$ cat src/rtl/hazard_stall_controller_pkg.sv
// Shared definitions for the hazard/stall controller.
// Holds the HAZ_STATE encodings, the x0 register constant and the default
// watchdog parameters used by the top level.
package hazard_stall_controller_pkg;

  localparam int unsigned REG_ADDR_W = 5;

  // Writes to x0 are discarded, so a load into x0 never creates a hazard.
  localparam logic [REG_ADDR_W-1:0] REG_X0 = '0;

  localparam int unsigned TIMEOUT_CYCLES_DEF = 255;
  localparam int unsigned TIMEOUT_W_DEF      = 8;

  typedef enum logic [1:0] {
    HS_RUN    = 2'd0,
    HS_FREEZE = 2'd1,
    HS_ERROR  = 2'd2
  } haz_state_e;

endpackage

$ cat src/rtl/hazard_stall_controller_load_use_detector.sv
// Load-use hazard detector: flags an ID instruction that reads the register
// a load in EX is about to write. Purely combinational.
// Ports:
//   id_rs1_i, id_rs2_i       source registers of the ID instruction
//   id_uses_rs1_i/rs2_i      the ID instruction really reads that source
//   ex_mem_read_i            EX instruction is a load
//   ex_reg_write_en_i        EX instruction writes the register file
//   ex_rd_i                  destination register of the EX instruction
//   load_use_o               stall required
module hazard_stall_controller_load_use_detector
  import hazard_stall_controller_pkg::*;
(
  input  logic [REG_ADDR_W-1:0] id_rs1_i,
  input  logic [REG_ADDR_W-1:0] id_rs2_i,
  input  logic                  id_uses_rs1_i,
  input  logic                  id_uses_rs2_i,
  input  logic                  ex_mem_read_i,
  input  logic                  ex_reg_write_en_i,
  input  logic [REG_ADDR_W-1:0] ex_rd_i,
  output logic                  load_use_o
);

  logic rs1_hit_c;
  logic rs2_hit_c;

  assign rs1_hit_c  = id_uses_rs1_i & (id_rs1_i == ex_rd_i);
  assign rs2_hit_c  = id_uses_rs2_i & (id_rs2_i == ex_rd_i);
  assign load_use_o = ex_mem_read_i & ex_reg_write_en_i & (ex_rd_i != REG_X0)
                    & (rs1_hit_c | rs2_hit_c);

endmodule

$ cat src/rtl/hazard_stall_controller.sv
// Pipeline sequencing controller: merges memory busywait freezes, branch
// flushes and load-use stalls into prioritised hold/flush/bubble controls,
// latches branches that resolve during a freeze, and traps a memory that
// never releases busywait.
// Ports:
//   CLK, RESET                  clock, asynchronous active-high reset
//   ID_*/EX_*                   hazard inputs for the load-use detector
//   BRANCH_TAKEN                one-cycle branch-taken pulse
//   IMEM_BUSYWAIT/DMEM_BUSYWAIT memory busywaits
//   PC_HOLD, IF_ID_HOLD, IF_ID_FLUSH, ID_EX_BUBBLE, PIPE_FREEZE
//                               Mealy pipeline controls (0 while RESET)
//   MEM_TIMEOUT                 sticky watchdog error
//   HAZ_STATE                   RUN=0, FREEZE=1, ERROR=2
//   STALL_CYCLES, FLUSH_COUNT   performance counters, present only when
//                               HAZARD_PERF_CNT_EN is defined
module hazard_stall_controller
  import hazard_stall_controller_pkg::*;
#(
  parameter int unsigned TIMEOUT_CYCLES = TIMEOUT_CYCLES_DEF,
  parameter int unsigned TIMEOUT_W      = TIMEOUT_W_DEF
) (
  input  logic                  CLK,
  input  logic                  RESET,
  input  logic [REG_ADDR_W-1:0] ID_REG_READ_ADDR1,
  input  logic [REG_ADDR_W-1:0] ID_REG_READ_ADDR2,
  input  logic                  ID_USES_RS1,
  input  logic                  ID_USES_RS2,
  input  logic                  EX_MEM_READ,
  input  logic                  EX_REG_WRITE_EN,
  input  logic [REG_ADDR_W-1:0] EX_REG_WRITE_ADDR,
  input  logic                  BRANCH_TAKEN,
  input  logic                  IMEM_BUSYWAIT,
  input  logic                  DMEM_BUSYWAIT,
  output logic                  PC_HOLD,
  output logic                  IF_ID_HOLD,
  output logic                  IF_ID_FLUSH,
  output logic                  ID_EX_BUBBLE,
  output logic                  PIPE_FREEZE,
  output logic                  MEM_TIMEOUT,
`ifdef HAZARD_PERF_CNT_EN
  output logic [31:0]           STALL_CYCLES,
  output logic [31:0]           FLUSH_COUNT,
`endif
  output logic [1:0]            HAZ_STATE
);

  localparam logic [TIMEOUT_W-1:0] WD_LAST = TIMEOUT_W'(TIMEOUT_CYCLES - 1);
  localparam logic [TIMEOUT_W-1:0] WD_MAX  = '1;

  haz_state_e           state_q;
  logic                 branch_pend_q;
  logic [TIMEOUT_W-1:0] wd_cnt_q;
  logic                 mem_timeout_q;

  logic freeze_c;
  logic branch_c;
  logic load_use_c;
  logic pc_hold_c;
  logic if_id_hold_c;
  logic if_id_flush_c;
  logic id_ex_bubble_c;
  logic pipe_freeze_c;

  assign freeze_c = IMEM_BUSYWAIT | DMEM_BUSYWAIT;
  assign branch_c = BRANCH_TAKEN | branch_pend_q;

  hazard_stall_controller_load_use_detector u_load_use_detector (
    .id_rs1_i          (ID_REG_READ_ADDR1),
    .id_rs2_i          (ID_REG_READ_ADDR2),
    .id_uses_rs1_i     (ID_USES_RS1),
    .id_uses_rs2_i     (ID_USES_RS2),
    .ex_mem_read_i     (EX_MEM_READ),
    .ex_reg_write_en_i (EX_REG_WRITE_EN),
    .ex_rd_i           (EX_REG_WRITE_ADDR),
    .load_use_o        (load_use_c)
  );

  // Prioritised controls; FREEZE with busywait released follows RUN priority.
  always_comb begin
    pc_hold_c      = 1'b0;
    if_id_hold_c   = 1'b0;
    if_id_flush_c  = 1'b0;
    id_ex_bubble_c = 1'b0;
    pipe_freeze_c  = 1'b0;
    if (state_q == HS_ERROR || freeze_c) begin
      pc_hold_c     = 1'b1;
      if_id_hold_c  = 1'b1;
      pipe_freeze_c = 1'b1;
    end else if (branch_c) begin
      if_id_flush_c  = 1'b1;
      id_ex_bubble_c = 1'b1;
    end else if (load_use_c) begin
      pc_hold_c      = 1'b1;
      if_id_hold_c   = 1'b1;
      id_ex_bubble_c = 1'b1;
    end
  end

  // Controls are forced low for as long as reset is held.
  assign PC_HOLD      = pc_hold_c      & ~RESET;
  assign IF_ID_HOLD   = if_id_hold_c   & ~RESET;
  assign IF_ID_FLUSH  = if_id_flush_c  & ~RESET;
  assign ID_EX_BUBBLE = id_ex_bubble_c & ~RESET;
  assign PIPE_FREEZE  = pipe_freeze_c  & ~RESET;
  assign MEM_TIMEOUT  = mem_timeout_q;
  assign HAZ_STATE    = state_q;

  // State, watchdog and pending-branch register. The watchdog starts at 1 on
  // entry to FREEZE because the RUN cycle that saw busywait is the first
  // freeze cycle; the trap then fires at the end of freeze cycle TIMEOUT_CYCLES.
  always_ff @(posedge CLK or posedge RESET) begin
    if (RESET) begin
      state_q       <= HS_RUN;
      branch_pend_q <= 1'b0;
      wd_cnt_q      <= '0;
      mem_timeout_q <= 1'b0;
    end else begin
      case (state_q)
        HS_RUN: begin
          if (freeze_c) begin
            state_q  <= HS_FREEZE;
            wd_cnt_q <= TIMEOUT_W'(1);
          end
        end
        HS_FREEZE: begin
          if (!freeze_c) begin
            state_q  <= HS_RUN;
            wd_cnt_q <= '0;
          end else if (wd_cnt_q == WD_LAST) begin
            state_q       <= HS_ERROR;
            mem_timeout_q <= 1'b1;
          end else if (wd_cnt_q != WD_MAX) begin
            wd_cnt_q <= wd_cnt_q + TIMEOUT_W'(1);
          end
        end
        HS_ERROR: begin
          state_q <= HS_ERROR;
        end
        default: begin
          state_q <= HS_RUN;
        end
      endcase

      if (state_q != HS_ERROR) begin
        if (freeze_c && BRANCH_TAKEN) begin
          branch_pend_q <= 1'b1;
        end else if (if_id_flush_c) begin
          branch_pend_q <= 1'b0;
        end
      end
    end
  end

`ifdef HAZARD_PERF_CNT_EN
  logic [31:0] stall_cycles_q;
  logic [31:0] flush_count_q;

  // Free-running event counters, wrapping modulo 2^32.
  always_ff @(posedge CLK or posedge RESET) begin
    if (RESET) begin
      stall_cycles_q <= '0;
      flush_count_q  <= '0;
    end else begin
      if (PC_HOLD) begin
        stall_cycles_q <= stall_cycles_q + 32'd1;
      end
      if (IF_ID_FLUSH) begin
        flush_count_q <= flush_count_q + 32'd1;
      end
    end
  end

  assign STALL_CYCLES = stall_cycles_q;
  assign FLUSH_COUNT  = flush_count_q;
`endif

endmodule

$ cat config.mk
export PLATFORM = sky130hd
export DESIGN_NAME = hazard_stall_controller
export DESIGN_NICKNAME = d
export VERILOG_FILES = /design/src/rtl/hazard_stall_controller_pkg.sv /design/src/rtl/hazard_stall_controller_load_use_detector.sv /design/src/rtl/hazard_stall_controller.sv
export SDC_FILE = /design/constraint.sdc
export NUM_CORES = 1
export LEC_CHECK = 0
export CAP_MARGIN = 20
export CORE_UTILIZATION = 40
export DETAILED_ROUTE_END_ITERATION = 7
export PLACE_DENSITY = 0.73
export SYNTH_ARGS = -nofsm -noshare
export SYNTH_HDL_FRONTEND = slang
export SYNTH_SLANG_ARGS = --single-unit
$ cat constraint.sdc
create_clock -name CLK -period 2.9 [get_ports CLK]
set_input_delay 0.87 -clock CLK [delete_from_list [all_inputs] [get_ports CLK]]
set_output_delay 0.87 -clock CLK [all_outputs]
set_load 0.005 [all_outputs]
==> results.py <==
metrics = {
    "outcome": {
        "outcome": "complete, but fails checks",
        "violations": "setup timing",
    },
    "floorplanning": {
        "start_util_pct": 44.12,
        "fp.dieH_um": 49.46,
        "pin_count": 32,
        "die_x_um": 49.46,
        "die_area_um2": 2446,
        "num_rows": 16,
        "coreArea_um2": 2042,
    },
    "power_and_ir_drop": {
        "clkPwrFrac_pct": 21.0,
        "power.net_switching_mw": 0.1600,
        "power.internal_mw": 0.3223,
        "ir_drop_mv": 0.3067,
        "switching_share_pct": 33.18,
        "pwr-share-comb_pct": 33.1,
        "pwr-share-seq_pct": 45.9,
        "p_total_mw": 0.4823,
        "powerDensity_nw_per_um2": 364.0,
        "p_leak_nw": 0.5902,
    },
    "hold_path": {
        "min-delay-path-class": "flop to flop",
    },
    "placed_design": {
        "dp_hpwl_um": 1854,
        "gp_congestion": 0.8757,
        "dpl_worst_slack_ns": -0.8380,
        "numPortBuffers": 31,
    },
    "synth": {
        "syn_avg_cell_area_um2": 8.832,
        "synth_nets": 128,
        "synth-edff-count": 0,
        "synth_top_area_share_pct": 33.33,
        "synth_top_area_cell": "dfrtp_1",
        "ys_warn_count": 0,
        "ys_async_sr_fraction_pct": 100.0,
        "syn_area_um2": 900.9,
        "seq_area_frac_synth_pct": 33.33,
        "ys_seq_elements": 12,
        "syn_inst": 102,
        "netlist_top_cells_area": "dfrtp_1, xor2_1, xnor2_1",
        "synth_cell_type_count": 42,
        "synth_ff_type": "dfrtp_1",
    },
    "cts": {
        "cts_tree": "built",
        "clk_path_buf_depth": 2,
        "clk_pin_slew_ns": 0.07,
        "clock-sinks": 12,
        "clk_latency_ns": 0.27,
        "cts_made_buffers": 3,
        "cts_root_buf": "clkbuf_4",
        "postCtsHoldBufs": 0,
        "htree_levels": 1,
    },
    "drt": {
        "wirelength_um": 2283,
        "met2_length_um": 1157,
        "drt-met1-wl_um": 1010,
        "viasPerCell": 5.302,
        "drt_iter0_markers": 19,
        "dr.max_layer_used": "met3",
        "detail-route-antenna-nets": 0,
        "dr.pass1.iters": 4,
        "vias": 912,
        "wl_met3_um": 115,
        "drc_errors": 0,
        "wire_per_inst_um": 13.27,
    },
    "worst_setup_path": {
        "arrival_ns": 2.05,
        "crit_type": "primary input to output pin",
        "cp_max_fo": 2,
        "crit_path_end_kind": "output pin",
        "start_kind": "primary input",
        "cp.required_ns": 2.03,
    },
    "sta": {
        "holdWs_ns": 0.4690,
        "post-route-period-util_pct": 100.8,
        "period_minus_slack_ns": 2.924,
        "setup_slack_ns": -0.02417,
        "max_freq_ghz": 0.3420,
        "fin_tns_setup_ns": -0.04769,
        "slew_violations": 0,
        "rsz0062_at_grt": "yes",
        "fin_worst_skew_ns": 0.007059,
        "hold_viol_final": 0,
        "setup-violations-final": 2,
        "worst_pin_slew_ns": 0.4934,
        "max_slew_margin_pct": 66.76,
    },
    "global_route": {
        "grt_max_degree": 13,
        "grt_pass1_wl_um": 3857,
        "grt_pass1_vias": 868,
        "gr-total-overflow": 0,
        "antenna_found_initial": 0,
        "grt_use_total_pct": 20.85,
    },
    "cells_and_area": {
        "multi_input_area_um2": 601.8,
        "syn2layout_area_growth_pct": 47.08,
        "final_core_util_pct": 64.89,
        "layout.nets": 173,
        "nFillCells": 183,
        "seq_area_um2": 300.3,
        "n_antenna_cell": 0,
        "drive_above_1_share_pct": 26.90,
    },
    "flow_run": {
        "maxCapViolCount": 0,
    },
}
-- final cells by class --
cell class | count | area share (%)
multi-input combinational | 82 | 45.42
tap | 27 | 2.550
sequential | 12 | 22.66
timing repair buffer | 41 | 25.68
inverter | 7 | 1.983
clock buffer | 3 | 1.700
-- path summary, 6_finish.rpt --
path                                      start           end  slack, ns  depth (start not counted)
max                        ID_REG_READ_ADDR1[1]       PC_HOLD      -0.02                          7
min                                 MEM_TIMEOUT   MEM_TIMEOUT       0.47                          1
max reg2reg                         wd_cnt_q[0]   wd_cnt_q[1]       0.90                          5
min reg2reg                         MEM_TIMEOUT   MEM_TIMEOUT       0.47                          1
max in group asynchronous                 RESET   MEM_TIMEOUT       1.68                          4
min in group asynchronous                 RESET  HAZ_STATE[1]       1.05                          4
-- cell families (layout without fill, tap and decap cells) --
group | Yosys count | in the layout | share of synthesized area, %
simple gates | 41 | 41 | 24.59
mux | 2 | 2 | 2.777
flops | 12 | 12 | 33.33
xor+xnor | 12 | 12 | 11.67
buf+inv | 8 | 51 | 3.751
fa+ha+maj | 2 | 2 | 2.777
compound gates | 25 | 25 | 21.11
-- synthesized netlist by cell type (2+ instances only) --
| cell type | number |
|---|---|
| nand2_1 | 9 |
| nor3_1 | 2 |
| nor4_1 | 3 |
| xnor2_1 | 4 |
| a21oi_1 | 5 |
| dfrtp_1 | 12 |
| nor2_1 | 8 |
| nand3_1 | 4 |
| ha_1 | 2 |
| nand2b_1 | 3 |
| o21ai_0 | 5 |
| inv_1 | 7 |
| xor2_1 | 8 |
| nor2b_1 | 2 |
-- through the flow --
| step | cells | instance area (µm²) |
|---|---|---|
| final | 172 | 1325 |
| after global routing | 172 | 1325 |
| after CTS | 172 | 1313 |
| after detailed placement | 167 | 1297 |
| after global placement | 167 | 1297 |
| after floorplan | 102 | 900.9 |
-- critical path: stages --
cell and delay (ns):
buf_6 0.09, xor2_1 0.15, nor4_1 0.27, a32oi_1 0.15, buf_4 0.17, o32ai_4 0.20
buf_2 0.15
-- per-layer routing --
metal  vias to the layer above  track usage (%)
met2                        29            35.84
li1                        462                -
met5                         -                0
met1                       421            26.55
met3                         0            4.938
met4                         0            4.286
-- registers in the layout (all words and copies together) (netlist names) --
register,cells
HAZ_STATE,2
wd_cnt_q,8
MEM_TIMEOUT,1
branch_pend_q,1
-- power by group through the flow --
stage                     clock (mW)  sequential, mW  combinational, mW
after floorplan                    0           0.215             0.0919
after global placement             0           0.221              0.157
after detailed placement           0           0.223              0.161
after CTS                      0.105           0.220              0.158
after global routing           0.115           0.225              0.177
final                          0.101           0.221              0.160
-- timing repair --
action / in CTS / in global routing
pin swaps: 16 / 0
setup buffers: 2 / 0
setup endpoints to repair: 5 / 3
resized for setup: 75 / 3
-- cell usage in the layout, fill, tap and decap left out, types with 3 or more instances in the layout --
master | synthesis | layout
dfrtp_1 | 12 | 12
buf_4 | 1 | 10
nand2_1 | 9 | 9
clkdlybuf4s50_1 | 0 | 9
nor2_1 | 8 | 8
xor2_1 | 8 | 8
buf_2 | 0 | 8
inv_1 | 7 | 7
dlygate4sd2_1 | 0 | 6
buf_6 | 0 | 6
o21ai_0 | 5 | 5
a21oi_1 | 5 | 5
xnor2_1 | 4 | 4
nand2b_1 | 3 | 3
nand3_1 | 4 | 3
clkbuf_4 | 0 | 3
(Power assumes the default switching activity.)
